===== src/rtl/cmp_hyst_monitor_pkg.sv =====
// Shared types for the hysteretic compare monitor: FSM state encoding and compare-term bundle.
package cmp_hyst_monitor_pkg;

    typedef enum logic [1:0] {
        ST_LOW  = 2'd0,
        ST_RISE = 2'd1,
        ST_HIGH = 2'd2,
        ST_FALL = 2'd3
    } state_t;

    typedef struct packed {
        logic gt;
        logic lt;
        logic neg_raw;
    } cmp_terms_t;

endpackage


===== src/rtl/cmp_thresh_stage.sv =====
// Constant-threshold compare stage: a > HI, a < LO and sign bit, all combinational.
module cmp_thresh_stage
    import cmp_hyst_monitor_pkg::*;
#(
    parameter int unsigned W = 4
) (
    input  logic [W-1:0] a,
    output cmp_terms_t   terms_c
);

    // Replicated patterns keep both compares against pure constants.
    localparam logic [W-1:0] HI = {W/2{2'b10}};
    localparam logic [W-1:0] LO = {W/2{2'b01}};

    always_comb begin
        terms_c         = '0;
        terms_c.gt      = (a > HI);
        terms_c.lt      = (a < LO);
        terms_c.neg_raw = a[W-1];
    end

endmodule


===== src/rtl/cmp_hyst_monitor.sv =====
// Debounced hysteretic level monitor with rise/fall pulses and a saturating rise counter.
module cmp_hyst_monitor
    import cmp_hyst_monitor_pkg::*;
#(
    parameter int unsigned LUT_WIDTH = 4,
    parameter int unsigned DEBOUNCE  = 3,
    parameter int unsigned CNT_W     = 8
) (
    input  logic                 clk,
    input  logic                 arst_n,
    input  logic                 clr,
    input  logic                 in_valid,
    input  logic [LUT_WIDTH-1:0] a,
    output logic                 out_valid,
    output logic                 level,
    output logic                 rise,
    output logic                 fall,
    output logic                 neg,
    output logic [CNT_W-1:0]     evt_cnt
);

    localparam int unsigned DCNT_W = $clog2(DEBOUNCE + 1);

    cmp_terms_t        terms_c;
    state_t            state;
    state_t            state_nxt;
    logic [DCNT_W-1:0] dcnt;
    logic [DCNT_W-1:0] dcnt_nxt;
    logic [DCNT_W-1:0] dcnt_inc;
    logic              rise_nxt;
    logic              fall_nxt;
    logic [CNT_W-1:0]  evt_cnt_nxt;

    cmp_thresh_stage #(.W(LUT_WIDTH)) u_thresh (
        .a       (a),
        .terms_c (terms_c)
    );

    assign dcnt_inc = dcnt + DCNT_W'(1);

    // Next state, debounce count and event pulses for an accepted sample.
    always_comb begin
        state_nxt   = state;
        dcnt_nxt    = dcnt;
        rise_nxt    = 1'b0;
        fall_nxt    = 1'b0;
        evt_cnt_nxt = evt_cnt;
        if (in_valid) begin
            case (state)
                ST_LOW: begin
                    if (terms_c.gt) begin
                        if (DEBOUNCE == 1) begin
                            state_nxt = ST_HIGH;
                            rise_nxt  = 1'b1;
                        end else begin
                            state_nxt = ST_RISE;
                            dcnt_nxt  = DCNT_W'(1);
                        end
                    end
                end
                ST_RISE: begin
                    if (!terms_c.gt) begin
                        state_nxt = ST_LOW;
                        dcnt_nxt  = '0;
                    end else if (dcnt_inc == DCNT_W'(DEBOUNCE)) begin
                        state_nxt = ST_HIGH;
                        dcnt_nxt  = '0;
                        rise_nxt  = 1'b1;
                    end else begin
                        dcnt_nxt  = dcnt_inc;
                    end
                end
                ST_HIGH: begin
                    if (terms_c.lt) begin
                        if (DEBOUNCE == 1) begin
                            state_nxt = ST_LOW;
                            fall_nxt  = 1'b1;
                        end else begin
                            state_nxt = ST_FALL;
                            dcnt_nxt  = DCNT_W'(1);
                        end
                    end
                end
                ST_FALL: begin
                    if (!terms_c.lt) begin
                        state_nxt = ST_HIGH;
                        dcnt_nxt  = '0;
                    end else if (dcnt_inc == DCNT_W'(DEBOUNCE)) begin
                        state_nxt = ST_LOW;
                        dcnt_nxt  = '0;
                        fall_nxt  = 1'b1;
                    end else begin
                        dcnt_nxt  = dcnt_inc;
                    end
                end
                default: begin
                    state_nxt = ST_LOW;
                    dcnt_nxt  = '0;
                end
            endcase
        end
        if (rise_nxt && (evt_cnt != {CNT_W{1'b1}})) begin
            evt_cnt_nxt = evt_cnt + CNT_W'(1);
        end
    end

    // State and output registers; clear beats a coincident sample.
    always_ff @(posedge clk or negedge arst_n) begin
        if (!arst_n) begin
            state     <= ST_LOW;
            dcnt      <= '0;
            out_valid <= 1'b0;
            level     <= 1'b0;
            rise      <= 1'b0;
            fall      <= 1'b0;
            neg       <= 1'b0;
            evt_cnt   <= '0;
        end else if (clr) begin
            state     <= ST_LOW;
            dcnt      <= '0;
            out_valid <= 1'b0;
            level     <= 1'b0;
            rise      <= 1'b0;
            fall      <= 1'b0;
            evt_cnt   <= '0;
        end else begin
            state     <= state_nxt;
            dcnt      <= dcnt_nxt;
            out_valid <= in_valid;
            level     <= (state_nxt == ST_HIGH) || (state_nxt == ST_FALL);
            rise      <= rise_nxt;
            fall      <= fall_nxt;
            evt_cnt   <= evt_cnt_nxt;
            if (in_valid) begin
                neg <= terms_c.neg_raw;
            end
        end
    end

endmodule

===== config.mk =====
export PLATFORM = sky130hd
export DESIGN_NAME = cmp_hyst_monitor
export DESIGN_NICKNAME = d
export VERILOG_FILES = /design/src/rtl/cmp_hyst_monitor_pkg.sv /design/src/rtl/cmp_thresh_stage.sv /design/src/rtl/cmp_hyst_monitor.sv
export SDC_FILE = /design/constraint.sdc
export NUM_CORES = 1
export LEC_CHECK = 0
export BUFFER_PORTS_ARGS = -buffer_cell sky130_fd_sc_hd__buf_2
export CAP_MARGIN = 30
export CORE_MARGIN = 4
export CORE_UTILIZATION = 50
export DETAILED_ROUTE_END_ITERATION = 10
export PLACE_DENSITY_LB_ADDON = 0.05
export SYNTH_ARGS = -nofsm -noshare
export SYNTH_HDL_FRONTEND = slang
export SYNTH_HIERARCHICAL = 1
export SYNTH_SLANG_ARGS = --single-unit

===== constraint.sdc =====
create_clock -name clk -period 2.45 [get_ports clk]
set_clock_uncertainty 0.2 [all_clocks]
set_input_delay 0.245 -clock clk [delete_from_list [all_inputs] [get_ports clk]]
set_output_delay 0.245 -clock clk [all_outputs]
set_load 0.01 [all_outputs]

**After elaboration in Yosys (flattened, before gate mapping)**

Index checks and enable logic that the tools add are counted.

- Add/subtract/negate cells: 2
- Multiply operators: 0
- Div/mod/pow operators: 0
- Magnitude comparators: 2
- Equality and inequality tests: 9
- Shift operators: 0
- Mux-type cells: 30
- Bitwise gates (word level): 1
- Reductions and logical operators: 7

Operators with widths:

| cell | count |
|---|---|
| 2-bit 2-to-1 mux | 15 |
| 8-bit 2-to-1 mux | 2 |
| 2-bit one-hot mux with 4 select lines | 2 |
| 1-bit 2-to-1 mux | 11 |
| 2-bit == test (second input constant) | 5 |
| 8-bit by 1-bit adder with 8-bit output (second input constant) | 1 |
| 8-bit != test (second input constant) | 1 |
| 3-bit != test (second input constant) | 2 |
| 4-bit greater-than comparator (second input constant) | 1 |
| 4-bit by 3-bit less-than comparator with 1-bit output (second input constant) | 1 |
| 2-bit nonzero test | 2 |
| 3-bit AND reduction | 1 |
| 2-bit by 1-bit adder with 2-bit output (second input constant) | 1 |
| 2-bit by 1-bit == test with 1-bit output (second input constant) | 1 |
| 2-bit logical NOT | 1 |
| 2-bit AND reduction | 1 |
| 1-bit logical AND | 1 |
| 1-bit logical OR | 1 |
| 1-bit NOT | 1 |

- Flip-flop bits (word level): 17
- Latch bits: 0
- Bits in writable memories: 0
- Bits in read-only memories: 0
- Output and inout bits: 13
- Memories kept: 0

**Depth between registers and ports, before layout**

Gate-level depths: netlist (run 1).

- Depth in word-level cells: 9
- Depth in mapped cells: 6
- Gate-level depth less buffers: 6

**Cells and area by module**

Netlist (run 1), hierarchy kept.

By module, submodules not included:

| module | times used | cells each | area each (µm²) |
|---|---|---|---|
| cmp_hyst_monitor | 1 | 78 | 807.0 |
| cmp_thresh_stage | 1 | 5 | 30.0 |

**Worst setup path after synthesis (run 1)**

OpenSTA, ideal clock, no wires.

- Path type: reg2reg
- Start: register evt_cnt[0]
- End: register evt_cnt[5]
- Library setup time: 0.078 ns
- Arrival time: 1.554 ns
- Slack: 0.619 ns
- Cell stages (with the launch flop): 6
- Buffers on the path: 0
- Cell sequence: dfrtp_1 -> ha_1 -> nand3_1 -> o211ai_4 -> or4_1 -> a21oi_1

- Word-level cells in the longest chain between the ends: 3
- Elaborated cells on any way between the ends: 6
- Those cells by class: 1 x add/sub; 1 x eq/ne; 2 x mux; 2 x reduce/logical

Ends and longest elaborated chain:

| item | RTL line | RTL |
|---|---|---|
| start, declared | cmp_hyst_monitor.sv:19 | `output logic [CNT_W-1:0] evt_cnt` |
| start signal, assigned | cmp_hyst_monitor.sv:133 | `evt_cnt <= evt_cnt_nxt;` |
| 8-bit by 1-bit adder with 8-bit output or 8-bit != test (tied branches) | cmp_hyst_monitor.sv:103, cmp_hyst_monitor.sv:102 |  |
| 8-bit 2-to-1 mux or 1-bit logical AND (tied branches) | cmp_hyst_monitor.sv:102 | `if (rise_nxt && (evt_cnt != {CNT_W{1'b1}})) begin` |
| 8-bit 2-to-1 mux or 2-bit nonzero test (tied branches) | -- |  |

Parallel ways exist; a longest one is shown, timed or not. The select of a mux whose other input is x is not followed.
A chain may end at the register's enable or synchronous reset.

==> impl_metrics.ini, run 1 <==
[outcome]
status = finished, final reports clean

[worst_setup_path]
end_kind = flop
regToRegSetupSlack_ns = 0.52
crit_required_ns = 2.47
worstPathArrival_ns = 2.09
critical_path_class = in -> reg
worstReg2RegEnd = evt_cnt[5]
worstSetupStartpointType = input pin
worstRegToRegCells = 5
crit_fanout = 9
regToRegStartpoint = evt_cnt[0]

[finish]
layout-drive-gt1-share = 0.2642
finish.utilization = 0.6420
stdcell_count = 122
num_antenna_cells = 0
layout.nets = 116
area_growth_pct = 18.24

[yosys]
yosys_warnings = 6
synth_cell_type_count = 29
synth.ff_latch_count = 17
syn_area_sq_um = 837.1
postSynthAreaPerCell_sq_um = 10.08
synth_common_cells = dfrtp_1 (17), a21oi_1 (10), nand2_1 (6), nand3_1 (6), nor2_1 (6)
yosys-top-cells-area = dfrtp_1 (51%), a21oi_1 (6.0%), nand3_1 (3.6%)
seq_area_frac_synth = 0.5082
synth.most_common_cell = dfrtp_1
netlist_instances = 83
synth_top_area_frac = 0.5082
synthArstFlopShare = 1.000
synth_top_cell_by_area = dfrtp_1
synth_edf_count = 0
postSynthNetCount = 92
synth_flop_cell = dfrtp_1

[clock_network]
post_cts_buffers = 0
root_buffer = clkbuf_4
clock_sinks = 17
ctsHtreeMaxLevel = 1
cts_buffer_depth = 2
clk_latency_ns = 0.29
cts_tree = yes
path_clk_slew_ns = 0.10
cts_buffers = 3

[route]
antenna_left = 0
vias = 697
route.detailed.drc = 0
viasPerCell = 5.713
wire_per_inst_microns = 13.80
drt-initial-drc-count = 12
wirelength_mm = 1.684
dr.pass1.iters = 5

[timing]
timing.fmax_mhz = 484.0
fin_crit_sh = 0.8433
setup_viol = 0
rsz0062_at_grt = false
min_period_ns = 2.066
maxSlewViolCount = 0
fin_setup_tns_ns = 0
fin_ws_ns = 0.3838
slew_headroom = 0.7419
worst_pin_slew_ns = 0.3871
whs_ns = 0.04778
hold_viol = 0

[power_and_ir_drop]
total_leakage_power_nw = 0.4760
p_per_area_nw_per_um2 = 485.3
ir_drop_mv = 0.3736

[floorplanning]
die_w_microns = 48.92
core-area_sq_um = 1541
ios = 21
die_y_microns = 48.92
dieArea_sq_um = 2393
rows = 14
start_util = 0.5430

[placement]
io_buffer_count = 20
pre_cts_ws_ns = 0.5213
dp_cells = 116
hpwlAfterDp_mm = 1.208
gp_congestion = 0.7360

[global_route]
grt_max_degree = 18
grt_use_total = 0.1646
grt_pass1_vias = 714
grt_pass1_wl_mm = 3.084
grt-ovfl-total = 0
antenna_found_initial = 0

[min_path]
holdPathEnd = state[0]
holdCritPathClass = in -> reg
whs_path_depth = 3
hold_start = in_valid

[job]
max_cap_viol_count = 0
==> registers in the layout, summed over array words and instances, names as in the netlist <==
name / flops
dcnt: 2
evt_cnt: 8
fall: 1
level: 1
neg: 1
out_valid: 1
rise: 1
state: 2
==> worst max path at each step <==
stage                     startpoint         end  slack, ns  cells past startpoint
final                           a[3]  evt_cnt[5]       0.38                      7
after CTS                 evt_cnt[0]  evt_cnt[5]       0.52                      5
after global routing            a[3]  evt_cnt[5]       0.26                      7
after floorplan           evt_cnt[0]  evt_cnt[5]       0.62                      5
after detailed placement  evt_cnt[0]  evt_cnt[5]       0.52                      5
after global placement    evt_cnt[0]  evt_cnt[5]       0.59                      5
==> power by group <==
part	total (W)	internal, W	switching (W)
logic	0.0000388	0.0000166	0.0000223
registers	0.000289	0.000285	0.00000361
clock network	0.000153	0.0000608	0.0000917
==> repair_timing <==
| item | in CTS | in global routing |
|---|---|---|
| setup endpoints to repair | 0 | 0 |
| gates resized for setup | 0 | 0 |
| hold endpoints to repair | 17 | 1 |
| hold buffers | 1 | 1 |
==> cell type report <==
type                            instances  area (sq um)
Clock buffer                            3         22.52
Clock inverter                          1         5.005
Fill cell                             132         551.8
Inverter                                1         3.754
Multi-Input combinational cell         62         392.9
Sequential cell                        17         425.4
Tap cell                               16         20.02
Timing Repair Buffer                   22         120.1
==> through the flow <==
| step | power, W | area [sq um] |
|---|---|---|
| after floorplan | 0.0003135 | 837.1 |
| after global placement | 0.0003305 | 942.2 |
| after detailed placement | 0.0003315 | 942.2 |
| after CTS | 0.0004826 | 979.7 |
| after global routing | 0.0005075 | 989.7 |
| final | 0.0004803 | 989.7 |
==> worst max-delay path, cell delays in order <==
cell	delay, ns
dlygate4sd3_1	0.52
buf_2	0.11
nor2b_1	0.15
and2b_1	0.22
o211ai_4	0.15
or4_1	0.52
a21oi_1	0.17
==> cells in the final DEF (no fill, tap or decap), drive strengths merged, types with 2 or more instances in the layout <==
cell type,netlist,layout
nand4,2,2
nand2,6,6
buf,1,20
xor2,2,2
nor2b,3,3
a21oi,10,10
o21ai,5,5
clkbuf,2,3
dfrtp,17,17
mux2,2,2
nor2,6,6
nand3,6,6
or3,4,4
nor3b,2,2
dlygate4sd3,0,2
==> per-layer routing <==
| layer | share of wire | vias up | global-route usage |
|---|---|---|---|
| met5 | 0 | - | 0 |
| met4 | 0.027 | 0 | 0.09417 |
| met3 | 0.056 | 5 | 0.04281 |
| met2 | 0.48 | 18 | 0.2587 |
| met1 | 0.44 | 329 | 0.2019 |
| li1 | - | 345 | - |
==> cells by family (layout without fill, tap and decap cells) <==
family,count (synthesis),in the layout,share of synthesized area
multiplexers,3,3,0.03886
AO/OA/AOI/OAI,20,20,0.1555
buffers and inverters,4,27,0.02242
adder cells (fa/ha/maj),1,1,0.01495
XOR/XNOR,2,2,0.02093
flip-flops,17,17,0.5082
AND/OR/NAND/NOR,36,36,0.2392
(Power assumes the default switching activity.)
==> inputs of run 2 (changes only) <==
==> constraint.sdc (replaced) <==
create_clock -name clk -period 2.1 [get_ports clk]
set_clock_uncertainty 0.2 [all_clocks]
set_input_delay 0.21 -clock clk [delete_from_list [all_inputs] [get_ports clk]]
set_output_delay 0.21 -clock clk [all_outputs]
set_load 0.01 [all_outputs]
==> run 2 against run 1 <==
  * Utilization is 1.1 points higher
  * Design area up 1.8%
  * Combinational power increased by 24%
  * Register-to-register slack lost 0.33 ns
  * Via count grew 0.57%
  * Clock-buffer cell count is 1 higher
  * Sequential share of layout area shrank 0.75 points
  * Die area unchanged
  * Routed wire length fell by 1.5%
  * Sequential power is 17% higher
  * Clock power rose by 12%
  * Non-clock buffer count is 1 higher
  * Largest cell class unchanged
==> impl_metrics.ini, run 2 (same netlist as run 1, synthesis figures left out) <==
[outcome]
status = finished, final reports clean

[route]
drt-initial-drc-count = 14
dr.pass1.iters = 4
viasPerCell = 5.699
route.detailed.drc = 0
wirelength_mm = 1.659
antenna_left = 0
wire_per_inst_microns = 13.49
vias = 701

[worst_setup_path]
crit_required_ns = 2.12
crit_fanout = 9
crit_path_max_incr_delay_ns = 0.53
crit_buf_inv = 2
regToRegStartpoint = evt_cnt[0]
path_cells = dlygate4sd3_1 -> buf_2 -> nor2b_2 -> and2b_2 -> o211ai_4 -> or4_4 -> a21oi_2
critical_path_class = in -> reg
regToRegSetupSlack_ns = 0.19
end_kind = flop
cpMaxStageDelayCell = or4_4
critPathTopFamily = simple AND/OR/NAND/NOR gates
worstReg2RegEnd = evt_cnt[5]
worstPathArrival_ns = 1.99
worstSetupStartpointType = input pin
worstRegToRegCells = 5

[clock_network]
path_clk_slew_ns = 0.09
cts_tree = yes
root_buffer = clkbuf_4
clock_sinks = 17
cts_buffer_depth = 2
ctsHtreeMaxLevel = 1
clk_latency_ns = 0.28
cts_buffers = 3

[timing]
timing.fmax_mhz = 506.6
worst_pin_slew_ns = 0.3825
fin_crit_sh = 0.9400
hold_viol = 0
rsz0062_at_grt = false
setup_viol = 0
whs_ns = 0.01764
fin_ws_ns = 0.1260
maxSlewViolCount = 0
fin_setup_tns_ns = 0
slew_headroom = 0.7450
min_period_ns = 1.974

[power_and_ir_drop]
total_leakage_power_nw = 0.4808
p_per_area_nw_per_um2 = 552.6
p_int_w = 0.0004279
switching_power_w = 0.0001287
combPwrFrac = 0.086
seqPwrFrac = 0.605
p_clk_frac = 0.309
p_sw_frac = 0.2312
ir_drop_mv = 0.3968

[finish]
multiInputGateArea_sq_um = 404.1
num_antenna_cells = 0
largest-register = evt_cnt
layout-drive-gt1-share = 0.2991
largest_register_ffs = 8
register_area_sq_um = 425.4
area_growth_pct = 20.33
mostFrequentLayoutCell = buf_2
finish.utilization = 0.6534
final_cell_mix = buf_2 (20), dfrtp_1 (17), a21oi_1 (9)
top_regs = evt_cnt x8, dcnt x2, state x2
layout.nets = 117
fill_cells = 133

[placement]
pre_cts_ws_ns = 0.1936
hpwlAfterDp_mm = 1.174
gp_congestion = 0.7814
io_buffer_count = 20

[global_route]
grt_pass1_wl_mm = 2.939
grt_max_degree = 18
grt-ovfl-total = 0
antenna_found_initial = 0
grt_pass1_vias = 672
grt_use_total = 0.1515

[job]
max_cap_viol_count = 0

[floorplanning]
start_util = 0.5430
ios = 21
core-area_sq_um = 1541
rows = 14
dieArea_sq_um = 2393
die_y_microns = 48.92
die_w_microns = 48.92

[min_path]
holdPathEnd = state[0]
whs_path_depth = 3
hold_start = in_valid
holdCritPathClass = in -> reg
==> run 2: cell count changes in the layout (fill, tap and decap cells not counted), sizes merged <==
cell,delta
clkbuf,+1
clkinv,-1
buf,+1
==> run 2: through the flow <==
step	cells	cell area (sq um)	total power (W)
2_1_floorplan	83	837.1	0.0003657
3_3_place_gp	116	942.2	0.0003856
3_5_place_dp	116	942.2	0.0003863
4_1_cts	122	988.4	0.0005585
5_1_grt	123	1007	0.0005907
6_report	123	1007	0.0005566
==> run 2: how the worst max path moves through the flow <==
stage                from    endpoint  slack [ns]  depth (start not counted)
2_1_floorplan  evt_cnt[0]  evt_cnt[5]        0.27                          5
3_3_place_gp   evt_cnt[0]  evt_cnt[5]        0.28                          5
3_5_place_dp   evt_cnt[0]  evt_cnt[5]        0.19                          5
4_1_cts              a[3]  evt_cnt[5]        0.06                          7
5_1_grt              a[3]  evt_cnt[5]        0.03                          7
6_report             a[3]  evt_cnt[5]        0.13                          7
==> run 2: metal layers <==
layer  wire length, microns  GRT usage
met1                    768     0.1985
met3                     89    0.03670
met2                    786     0.2413
met4                     14    0.05381
met5                      0          0
==> run 2: area by class of cell <==
type	instances	share of cell area
flip-flops and latches	17	0.4224
clock buffers	4	0.02609
repair buffers	23	0.1267
multi-input cells	62	0.4012
inverters	1	0.003727
well taps	16	0.01988
==> run 2: worst register-to-register path, cell delays in order (launching register included) <==
cell	delay (ns)
dfrtp_1	0.45
ha_1	0.25
nand3_1	0.13
o211ai_4	0.13
or4_4	0.53
a21oi_2	0.14
==> run 2: timing repair <==
item                                    in CTS  in global routing
hold buffers                                 2                  0
setup buffers                                0                  1
gates resized for setup                      0                  4
endpoints found under the setup margin       0                  1
hold endpoints to repair                    18                  0
==> run 2: power groups by stage <==
| stage | Combinational [W] | Sequential (W) | Clock, W |
|---|---|---|---|
| 4_1_cts | 0.0000460 | 0.000337 | 0.000176 |
| 2_1_floorplan | 0.0000207 | 0.000345 | 0 |
| 5_1_grt | 0.0000536 | 0.000338 | 0.000199 |
| 3_3_place_gp | 0.0000426 | 0.000343 | 0 |
| 3_5_place_dp | 0.0000431 | 0.000343 | 0 |
| 6_report | 0.0000481 | 0.000337 | 0.000172 |
